$ cat src/rtl/fetch_decode_buffer.sv
// Fetch-to-decode instruction buffer.
// A small circular FIFO of {pc, instr} pairs sits between fetch and decode.
// An interrupt FSM can override the decode view with an injected instruction.
// While injecting, the buffered work is held in place.
module fetch_decode_buffer #(
   parameter int          DEPTH    = 2,
   parameter logic [31:0] NOP_WORD = 32'h78000000
) (
   input  logic        clk,
   input  logic        rst,
   input  logic [31:0] if_instr,
   input  logic [31:0] if_pc,
   input  logic        if_done,
   input  logic        stall,
   input  logic        flush,
   input  logic        INT,
   input  logic [31:0] INT_INST,
   output logic [31:0] id_instr,
   output logic [31:0] id_pc,
   output logic        id_valid,
   output logic        if_stall,
   output logic        ACK
);

   localparam int PW = (DEPTH > 1) ? $clog2(DEPTH) : 1;
   localparam int CW = $clog2(DEPTH + 1);
   localparam logic [PW-1:0] PTR_ONE = PW'(1);
   localparam logic [CW-1:0] CNT_ONE = CW'(1);
   localparam logic [CW-1:0] CNT_FULL = CW'(DEPTH);

   typedef enum logic [1:0] {
      IDLE,
      INJECT,
      WAIT_LOW
   } state_t;

   logic [63:0]   r_mem [DEPTH];
   logic [PW-1:0] r_rdPtr;
   logic [PW-1:0] r_wrPtr;
   logic [CW-1:0] r_count;
   state_t        r_state;
   logic          r_ack;

   logic          w_empty;
   logic          w_full;
   logic          w_enq;
   logic          w_deq;
   logic [63:0]   w_head;
   logic [31:0]   w_headPc;

   assign w_empty  = (r_count == '0);
   assign w_full   = (r_count == CNT_FULL);
   assign w_head   = r_mem[r_rdPtr];
   assign w_headPc = w_empty ? 32'h0 : w_head[63:32];

   // Fetch data is dropped while full or flushing; fetch holds if_done until accepted.
   assign w_enq = if_done && !w_full && !flush;

   // The FIFO only drains when it, not the injected instruction, is feeding decode.
   assign w_deq = (r_state != INJECT) && !w_empty && !stall;

   assign if_stall = w_full;
   assign ACK      = r_ack;

   // Entry storage; stale contents are harmless because the pointers and count gate visibility.
   always_ff @(posedge clk) begin
      if (w_enq) begin
         r_mem[r_wrPtr] <= {if_pc, if_instr};
      end
   end

   // Pointer and occupancy bookkeeping; flush wipes everything and wins over enqueue/dequeue.
   always_ff @(posedge clk or posedge rst) begin
      if (rst) begin
         r_rdPtr <= '0;
         r_wrPtr <= '0;
         r_count <= '0;
      end else if (flush) begin
         r_rdPtr <= '0;
         r_wrPtr <= '0;
         r_count <= '0;
      end else begin
         if (w_enq) begin
            r_wrPtr <= r_wrPtr + PTR_ONE;
         end
         if (w_deq) begin
            r_rdPtr <= r_rdPtr + PTR_ONE;
         end
         if (w_enq && !w_deq) begin
            r_count <= r_count + CNT_ONE;
         end else if (!w_enq && w_deq) begin
            r_count <= r_count - CNT_ONE;
         end
      end
   end

   // Interrupt sequencing: inject once per INT assertion, pulse ACK when decode takes it.
   always_ff @(posedge clk or posedge rst) begin
      if (rst) begin
         r_state <= IDLE;
         r_ack   <= 1'b0;
      end else begin
         r_ack <= 1'b0;
         case (r_state)
            IDLE: begin
               if (INT) begin
                  r_state <= INJECT;
               end
            end
            INJECT: begin
               if (!stall) begin
                  r_state <= WAIT_LOW;
                  r_ack   <= 1'b1;
               end
            end
            WAIT_LOW: begin
               if (!INT) begin
                  r_state <= IDLE;
               end
            end
            default: begin
               r_state <= IDLE;
            end
         endcase
      end
   end

   // Decode view: injected instruction overrides the FIFO head, an empty FIFO shows a NOP.
   always_comb begin
      id_instr = NOP_WORD;
      id_pc    = 32'h0;
      id_valid = 1'b0;
      if (r_state == INJECT) begin
         id_instr = INT_INST;
         id_pc    = w_headPc;
         id_valid = 1'b1;
      end else if (!w_empty) begin
         id_instr = w_head[31:0];
         id_pc    = w_head[63:32];
         id_valid = 1'b1;
      end
   end

endmodule
$ cat config.mk
export PLATFORM = sky130hd
export DESIGN_NAME = fetch_decode_buffer
export DESIGN_NICKNAME = d
export VERILOG_FILES = /design/src/rtl/fetch_decode_buffer.sv
export SDC_FILE = /design/constraint.sdc
export NUM_CORES = 1
export LEC_CHECK = 0
export ABC_CLOCK_PERIOD_IN_PS = 7250
export CAP_MARGIN = 20
export CORE_UTILIZATION = 25
export DETAILED_ROUTE_END_ITERATION = 7
export GPL_TIMING_DRIVEN = 0
export SLEW_MARGIN = 10
export SYNTH_ARGS = -nofsm -noshare
export SYNTH_HDL_FRONTEND = slang
export SYNTH_SLANG_ARGS = --single-unit
$ cat constraint.sdc
create_clock -name clk -period 7.25 [get_ports clk]
set_input_delay 0.725 -clock clk [delete_from_list [all_inputs] [get_ports clk]]
set_output_delay 0.725 -clock clk [all_outputs]
set_load 0.05 [all_outputs]
==> impl_metrics.tcl, run 1 <==
set metrics [dict create \
    antenna_found_initial 0 \
    synth_compound_area_frac 0.0442 \
    avgViaCountPerCell 4.18 \
    worstPathCellList "nor2_1, nor2_1, a21oi_1, clkdlybuf4s50_1" \
    critPathMaxFanout 9 \
    vias 3494 \
    maxCapViolCount 0 \
    critPathCaptureType "primary output" \
    startpoint "r_count[0]" \
    grt.total_usage 0.122 \
    worst_ep_arrival_time_ps 2800 \
    yosys-top-cells-area "edfxtp_1, mux2i_1, dfrtp_1" \
    rr_startpoint "r_count[1]" \
    dp_hpwl_mm 9.62 \
    holdWs_ps 478 \
    cts_buffer_depth 2 \
    h-tree-depth 4 \
    place.gp.congestion 0.744 \
    rows 53 \
    drt_iter0_drc 145 \
    drc 0 \
    fin_crit_sh 0.486 \
    cp_slowest_cell "clkdlybuf4s50_1" \
    required_ps 6520 \
    coreArea_um2 21000 \
    dr.pass1.iters 4 \
    post_cts_resized 0 \
    io_buffers 166 \
    synth_xor_area_frac 0 \
    setup_ws_ps 3730 \
    startpoint_type "flip-flop" \
    ant_nets 0 \
    min_period_ps 3520 \
    pre_cts_ws_ps 4100 \
    syn_area_um2 5350 \
    hold_class "reg2reg" \
    seq_area_frac_synth 0.752 \
    drive_gt1_frac 0.0998 \
    start_util 0.254 \
    nFillCells 1955 \
    layout.cells.non_filler 836 \
    grt_max_degree 17 \
    drv_slew 0 \
    cts_tree "built" \
    synthArstFlopShare 0.0519 \
    design_area_um2 8100 \
    netlist_instances 349 \
    postCtsSetupBuffers 0 \
    clockRootBuffer "clkbuf_16" \
    worst_pin_slew_ps 741 \
    pin_count 169 \
    crit_path_frequent_cell "nor2_1" \
    min_from "r_state[1]" \
    synth-edff-count 128 \
    synthTopCellsByCount "edfxtp_1, mux2i_1, nor2_1, nand2_1, o21ai_0" \
    synth_top_area_cell "edfxtp_1" \
    die_width_um 148 \
    fmax_mhz 284 \
    synth.avg_cell_area_um2 15.3 \
    power.density_nw_per_um2 309 \
    regArea_um2 4020 \
    die_y_um 148 \
    cts_buffers 17 \
    grt_pass1_wl_mm 19.9 \
    yosysMostFrequentCell "edfxtp_1" \
    timing.slew.headroom 0.504 \
    yosys.area.top_type_share 0.719 \
    diodes 0 \
    muxShareOfSynthArea 0.122 \
    ctsHoldBuffers 0 \
    ir_drop_mv 0.153 \
    multi_input_area_um2 1240 \
    wl_per_cell_um 15.7 \
    timing.critical_path.buf_inv 1 \
    ys_warn_count 0 \
    areaGrowthSynthToFinish_pct 51.5 \
    dieArea_um2 22000 \
    ff2ff_setup_slack_ps 4820 \
    final_hold_viol_count 0 \
    crit_type "reg2out" \
    rsz0062_at_grt "false" \
    synth-adder-area-share 0 \
    synthesis.nets 451 \
    post_dp_cell_area_um2 7490 \
    synth-seq-cells 135 \
    clock_sinks 135 \
    synth_cell_type_count 24 \
    yosys.area_share.simple 0.0648 \
    insertion_delay_ps 410 \
    grt_overflow_total 0 \
    max_stage_delay_ps 880 \
    clkTransAtPathRegs_ps 60 \
    wl_mm 13.1 \
    power.total_mw 2.50 \
    setup_viol_count_final 0 \
    outcome "completed" \
    nNetsFinal 650 \
    synth_top_family_by_area "multiplexers" \
    grt_pass1_vias 3705 \
    p_leak_nw 2.70 \
    skew_ps 9.38 \
    synth_top_flop_cell "edfxtp_1" \
    placed_cells 804 \
    critical_path.top_delay_family "buffers and inverters" \
]
[per-stage QoR]
stage / utilization / setup TNS (ps)
5_1_grt: 0.385 / 0
3_5_place_dp: 0.356 / 0
2_1_floorplan: - / 0
6_report: 0.385 / 0
3_3_place_gp: 0.350 / -264190
4_1_cts: 0.385 / 0
[path summary, 6_finish.rpt]
kind                                     end  depth (start not counted)
worst max-delay path            id_instr[27]                          4
worst min-delay path              r_state[0]                          1
worst max register to register  r_mem[1][41]                          7
worst min register to register    r_state[0]                          1
max in group asynchronous         r_state[1]                          2
min in group asynchronous         r_count[0]                          2
[routing by layer]
metal	vias up	GRT usage	routed length, um
li1	1696	-	-
met1	1677	0.142	5530
met2	111	0.207	6630
met3	10	0.0457	839
met4	0	0.0428	111
met5	-	0	0
[report_power, final]
part           switching (mW)  internal (mW)  leakage, nW
clock network           0.331          0.546        0.284
logic                   0.468          0.249         1.15
registers              0.0131          0.893         1.27
[registers in the layout, summed over array words and instances, names as in the netlist]
register	flops
r_wrPtr	1
r_count	2
r_state	2
r_rdPtr	1
ACK	1
r_mem	128
[logic make-up (layout without fill, tap and decap cells)]
kind of cell	Yosys count	after routing
flops	135	135
simple gates	83	83
mux	65	65
compound gates	44	44
buf+inv	22	234
[area by class of cell]
cell class                 instances  area share
inverter                           3     0.00139
multi-input combinational        192       0.154
clock inverter                    13      0.0215
sequential                       135       0.496
clock buffer                      19      0.0534
buffer                            19      0.0102
timing repair buffer             180       0.221
tap                              275      0.0425
[cell usage in the layout, fill, tap and decap left out]
| cell | Yosys | routed |
|---|---|---|
| o31ai_1 | 1 | 1 |
| buf_6 | 0 | 7 |
| o32ai_1 | 1 | 1 |
| buf_2 | 9 | 9 |
| nor3b_2 | 0 | 1 |
| nand3b_1 | 1 | 1 |
| clkdlybuf4s50_1 | 0 | 166 |
| or3_1 | 1 | 1 |
| clkbuf_16 | 0 | 17 |
| a31oi_1 | 1 | 1 |
| nor3_2 | 0 | 1 |
| clkinvlp_4 | 0 | 3 |
| inv_1 | 3 | 3 |
| or4_1 | 2 | 2 |
| edfxtp_1 | 128 | 128 |
| nand2_1 | 30 | 30 |
| bufinv_16 | 0 | 3 |
| inv_6 | 0 | 2 |
| o21ai_0 | 30 | 30 |
| clkbuf_1 | 9 | 11 |
| nor2b_1 | 3 | 3 |
| o311ai_0 | 1 | 1 |
| nor2_1 | 41 | 41 |
| a21oi_1 | 8 | 8 |
| o22ai_1 | 1 | 1 |
| o21ai_2 | 1 | 1 |
| mux2i_1 | 65 | 65 |
| buf_4 | 0 | 7 |
| clkinv_4 | 0 | 5 |
| buf_1 | 1 | 1 |
| nor3b_1 | 2 | 1 |
| dfrtp_1 | 7 | 7 |
| nand2b_1 | 2 | 2 |
No activity file was read; power rests on OpenSTA's default activity.
==> inputs of run 2 (changes only) <==
--- a/config.mk
+++ b/config.mk
@@ -5,7 +5,7 @@
 export SDC_FILE = /design/constraint.sdc
 export NUM_CORES = 1
 export LEC_CHECK = 0
-export ABC_CLOCK_PERIOD_IN_PS = 7250
+export ABC_CLOCK_PERIOD_IN_PS = 3600
 export CAP_MARGIN = 20
 export CORE_UTILIZATION = 25
 export DETAILED_ROUTE_END_ITERATION = 7
==> constraint.sdc (replaced) <==
create_clock -name clk -period 3.6 [get_ports clk]
set_input_delay 0.36 -clock clk [delete_from_list [all_inputs] [get_ports clk]]
set_output_delay 0.36 -clock clk [all_outputs]
set_load 0.05 [all_outputs]
==> run 2 against run 1 <==
Compared with the run above:
- sequential power up 100%
- clock skew down 3.1 ps
- combinational power grew 100%
- critical path depth grew 1
- critical path type unchanged
- die area unchanged
- via count rose by 1.5%
- largest power group is now clock
- sequential share of layout area is 0.38 points lower
- utilization is 0.30 points higher
==> impl_metrics.tcl, run 2 (synthesis gave the netlist of run 1 again) <==
set metrics [dict create \
    antenna_found_initial 1 \
    grt.total_usage 0.119 \
    fmax_mhz 313 \
    p_leak_nw 2.72 \
    min_period_ps 3190 \
    postCtsSetupBuffers 0 \
    io_buffers 166 \
    post_cts_resized 0 \
    clockRootBuffer "clkbuf_16" \
    rsz0062_at_grt "false" \
    start_util 0.254 \
    cts_buffers 17 \
    startpoint_type "flip-flop" \
    required_ps 3240 \
    final_common_cell "clkdlybuf4s50_1" \
    maxCapViolCount 0 \
    clkTransAtPathRegs_ps 60 \
    clock_sinks 135 \
    top_register "r_mem" \
    timing.slew.headroom 0.437 \
    h-tree-depth 4 \
    coreArea_um2 21000 \
    cts_tree "built" \
    dp_hpwl_mm 9.31 \
    drc 0 \
    nFillCells 1958 \
    top_regs "r_mem x128, r_count x2, r_state x2" \
    design_area_um2 8160 \
    wl_per_cell_um 15.4 \
    place.gp.congestion 0.719 \
    drt_iter0_drc 111 \
    worst_pin_slew_ps 844 \
    setup_viol_count_final 0 \
    hold_class "in2async" \
    final_util 0.388 \
    reg2reg_depth 7 \
    largest_reg_flops 128 \
    rows 53 \
    dr.pass1.iters 4 \
    vias 3545 \
    nNetsFinal 644 \
    ir_drop_mv 0.301 \
    final_cell_mix "clkdlybuf4s50_1, edfxtp_1, mux2i_1, nor2_1" \
    post_dp_cell_area_um2 7520 \
    drive_gt1_frac 0.0937 \
    power.total_mw 5.15 \
    grt_pass1_vias 3707 \
    dieArea_um2 22000 \
    cts_buffer_depth 2 \
    final_hold_viol_count 0 \
    critPathCaptureType "primary output" \
    die_width_um 148 \
    die_y_um 148 \
    areaGrowthSynthToFinish_pct 52.7 \
    critPathMaxFanout 10 \
    insertion_delay_ps 410 \
    grt_pass1_wl_mm 19.6 \
    ctsHoldBuffers 0 \
    grt_overflow_total 0 \
    crit_type "reg2out" \
    skew_ps 6.27 \
    worst_ep_arrival_time_ps 2830 \
    wl_mm 12.8 \
    drv_slew 0 \
    grt_max_degree 19 \
    ant_nets 0 \
    fin_crit_sh 0.887 \
    avgViaCountPerCell 4.27 \
    pin_count 169 \
    power.density_nw_per_um2 631 \
    outcome "completed" \
]
## run 2: cell count changes in the layout (fill, tap and decap cells not counted), sizes merged, moves of 2 or more
cell    previous run  this run
buf               24        18
inv                5        10
clkbuf            28        26
clkinv             5         2
## run 2: where the power goes
part | total (mW) | leakage [nW] | switching [mW] | internal, mW
combinational | 1.44 | 1.14 | 0.939 | 0.505
clock | 1.88 | 0.309 | 0.700 | 1.18
sequential | 1.82 | 1.27 | 0.0260 | 1.80
## run 2: final timing paths
path	from	to	slack (ps)
max	r_rdPtr	id_instr[29]	410
min	rst	r_state[0]	190
max reg2reg	r_count[1]	r_mem[1][46]	880
min reg2reg	r_state[1]	r_state[0]	480
max in group asynchronous	rst	r_rdPtr	3180
min in group clk	stall	ACK	340
## run 2: layout make-up
cell class	count	area, um2	area share
Inverter	3	11.3	0.00138
Buffer	19	82.6	0.0101
Sequential cell	135	4020	0.492
Timing Repair Buffer	174	1810	0.221
Clock buffer	17	425	0.0521
Antenna cell	1	2.50	0.000307
Multi-Input combinational cell	192	1260	0.154
Tap cell	275	344	0.0422
Clock inverter	15	215	0.0264
## run 2: metal layers
layer | track usage | vias up | wire (um)
li1 | - | 1698 | -
met1 | 0.145 | 1706 | 5610
met2 | 0.193 | 131 | 6030
met3 | 0.0457 | 10 | 1010
met4 | 0.0418 | 0 | 141
met5 | 0 | - | 0
## run 2: per-stage QoR
step	setup TNS, ps	setup slack, ps	std cells	hold WS [ps]
6_report	0	407	831	195
5_1_grt	0	221	830	203
4_1_cts	0	343	830	187
3_5_place_dp	0	631	798	475
3_3_place_gp	-64900	-622	790	456
2_1_floorplan	0	444	349	163
## run 2: critical path, cell delays in order, from the launching register on
cell	delay (ps)
dfrtp_1	380
buf_2	340
buf_2	420
mux2i_1	430
a21oi_1	130
clkdlybuf4s50_1	720
==> inputs of run 3 (changes only) <==
--- a/config.mk
+++ b/config.mk
@@ -7,6 +7,7 @@
 export LEC_CHECK = 0
 export ABC_CLOCK_PERIOD_IN_PS = 3600
 export CAP_MARGIN = 20
+export CORE_MARGIN = 2
 export CORE_UTILIZATION = 25
 export DETAILED_ROUTE_END_ITERATION = 7
 export GPL_TIMING_DRIVEN = 0
==> run 3 against run 2 <==
Compared with the run above:
- routed wire length is 1.1% higher
- sequential share of layout area rose by 0.27 points
- clock power shrank 5%
- clock-buffer cell count up 1
- worst setup slack gained 9.8 ps
- flip-flop and latch count stayed put
- clock skew hardly changed
- die area is 2.7% higher
- via count fell by 1.1%
- critical path type unchanged
==> impl_metrics.tcl, run 3 (synthesis gave the netlist of run 1 again) <==
set metrics [dict create \
    areaGrowthSynthToFinish_pct 51.8 \
    coreArea_um2 21000 \
    nNetsFinal 644 \
    cts_tree "built" \
    place.gp.congestion 0.719 \
    setup_viol_count_final 0 \
    drc 0 \
    antenna_found_initial 0 \
    wl_per_cell_um 15.6 \
    clock_power_share 0.352 \
    critPathMaxFanout 10 \
    power_frac_seq 0.362 \
    dieArea_um2 22600 \
    cts_buffers 17 \
    drv_slew 0 \
    final_common_cell "clkdlybuf4s50_1" \
    h-tree-depth 4 \
    timing.slew.headroom 0.404 \
    top_register "r_mem" \
    startpoint_type "flip-flop" \
    grt_overflow_total 0 \
    worst_ep_arrival_time_ps 2820 \
    required_ps 3240 \
    avgViaCountPerCell 4.23 \
    final_cell_mix "clkdlybuf4s50_1, edfxtp_1, mux2i_1, nor2_1" \
    ant_nets 0 \
    final_util 0.386 \
    outcome "completed" \
    final_hold_viol_count 0 \
    pin_count 169 \
    wl_mm 12.9 \
    netSwitchingPower_mw 1.59 \
    grt_max_degree 18 \
    vias 3506 \
    clock_sinks 135 \
    dp_hpwl_mm 9.44 \
    critPathCaptureType "primary output" \
    diodes 0 \
    ctsHoldBuffers 0 \
    maxCapViolCount 0 \
    grt.total_usage 0.117 \
    fin_crit_sh 0.884 \
    crit_type "reg2out" \
    clkTransAtPathRegs_ps 50 \
    grt_pass1_wl_mm 19.8 \
    holdWs_ps 192 \
    start_util 0.254 \
    power_frac_comb 0.286 \
    io_buffers 166 \
    cts_buffer_depth 2 \
    postCtsSetupBuffers 0 \
    dr.pass1.iters 4 \
    power.density_nw_per_um2 621 \
    drt_iter0_drc 204 \
    largest_reg_flops 128 \
    p_int_mw 3.45 \
    p_leak_nw 2.69 \
    insertion_delay_ps 410 \
    clockRootBuffer "clkbuf_16" \
    fmax_mhz 314 \
    worst_pin_slew_ps 893 \
    grt_pass1_vias 3763 \
    ir_drop_mv 0.308 \
    min_period_ps 3180 \
    top_regs "r_mem x128, r_count x2, r_state x2" \
    drive_gt1_frac 0.0866 \
    die_y_um 150 \
    skew_ps 6.23 \
    post_cts_resized 0 \
    hold_class "in2async" \
    rows 53 \
    die_width_um 150 \
    rsz0062_at_grt "false" \
    swShare 0.316 \
]
## run 3: changes by cell type in the layout (fill, tap and decap cells not counted)
cell | before | now
inv_6 | 5 | 0
clkbuf_1 | 9 | 10
buf_8 | 6 | 7
clkinvlp_4 | 2 | 3
diode_2 | 1 | 0
inv_8 | 2 | 0
clkinv_1 | 0 | 2
clkinv_4 | 1 | 3
buf_16 | 2 | 1
## run 3: worst max-delay path, cell delays in order (launching register included)
cell and delay [ps]:
dfrtp_1 460, nor2_1 660, clkbuf_1 440, nor2_1 120, clkdlybuf4s50_1 720
## run 3: worst paths after layout
kind	from	endpoint	slack [ps]	depth (start not counted)
max	r_count[0]	id_pc[5]	420	4
min	rst	r_rdPtr	190	2
max reg2reg	r_count[1]	r_mem[1][5]	1230	5
min reg2reg	r_state[1]	r_state[0]	470	1
max in group asynchronous	rst	r_wrPtr	3190	2
min in group clk	stall	ACK	320	2
## run 3: final cells by class
type	count	area [um2]
inverters	3	11.3
clock buffers	18	429
fillers	1980	12900
clock inverters	13	181
plain buffers	19	82.6
repair buffers	174	1790
multi-input cells	192	1260
well taps	275	344
flip-flops and latches	135	4020
## run 3: metrics by stage
step	power (mW)	TNS [ps]	worst slack, ps	instances	cell area [um2]
detailed placement	3.31	0	833	798	7510
floorplan	2.76	0	444	349	5370
finish	5.05	0	416	829	8120
global placement	3.29	-66500	-629	790	7370
CTS	5.12	0	360	829	8120
global route	5.27	0	235	829	8120
## run 3: power by group through the flow
stage,Sequential [mW],Combinational [mW],Clock (mW)
after floorplan,1.86,0.903,0
after global placement,1.86,1.43,0
after detailed placement,1.86,1.45,0
after CTS,1.83,1.46,1.83
after global routing,1.83,1.53,1.91
final,1.82,1.44,1.78
## run 3: metal layers
metal	part of all wire	vias up	track usage
li1	-	1690	-
met1	0.42	1677	0.138
met2	0.49	132	0.197
met3	0.082	7	0.0461
met4	0.0081	0	0.0387
met5	0	-	0
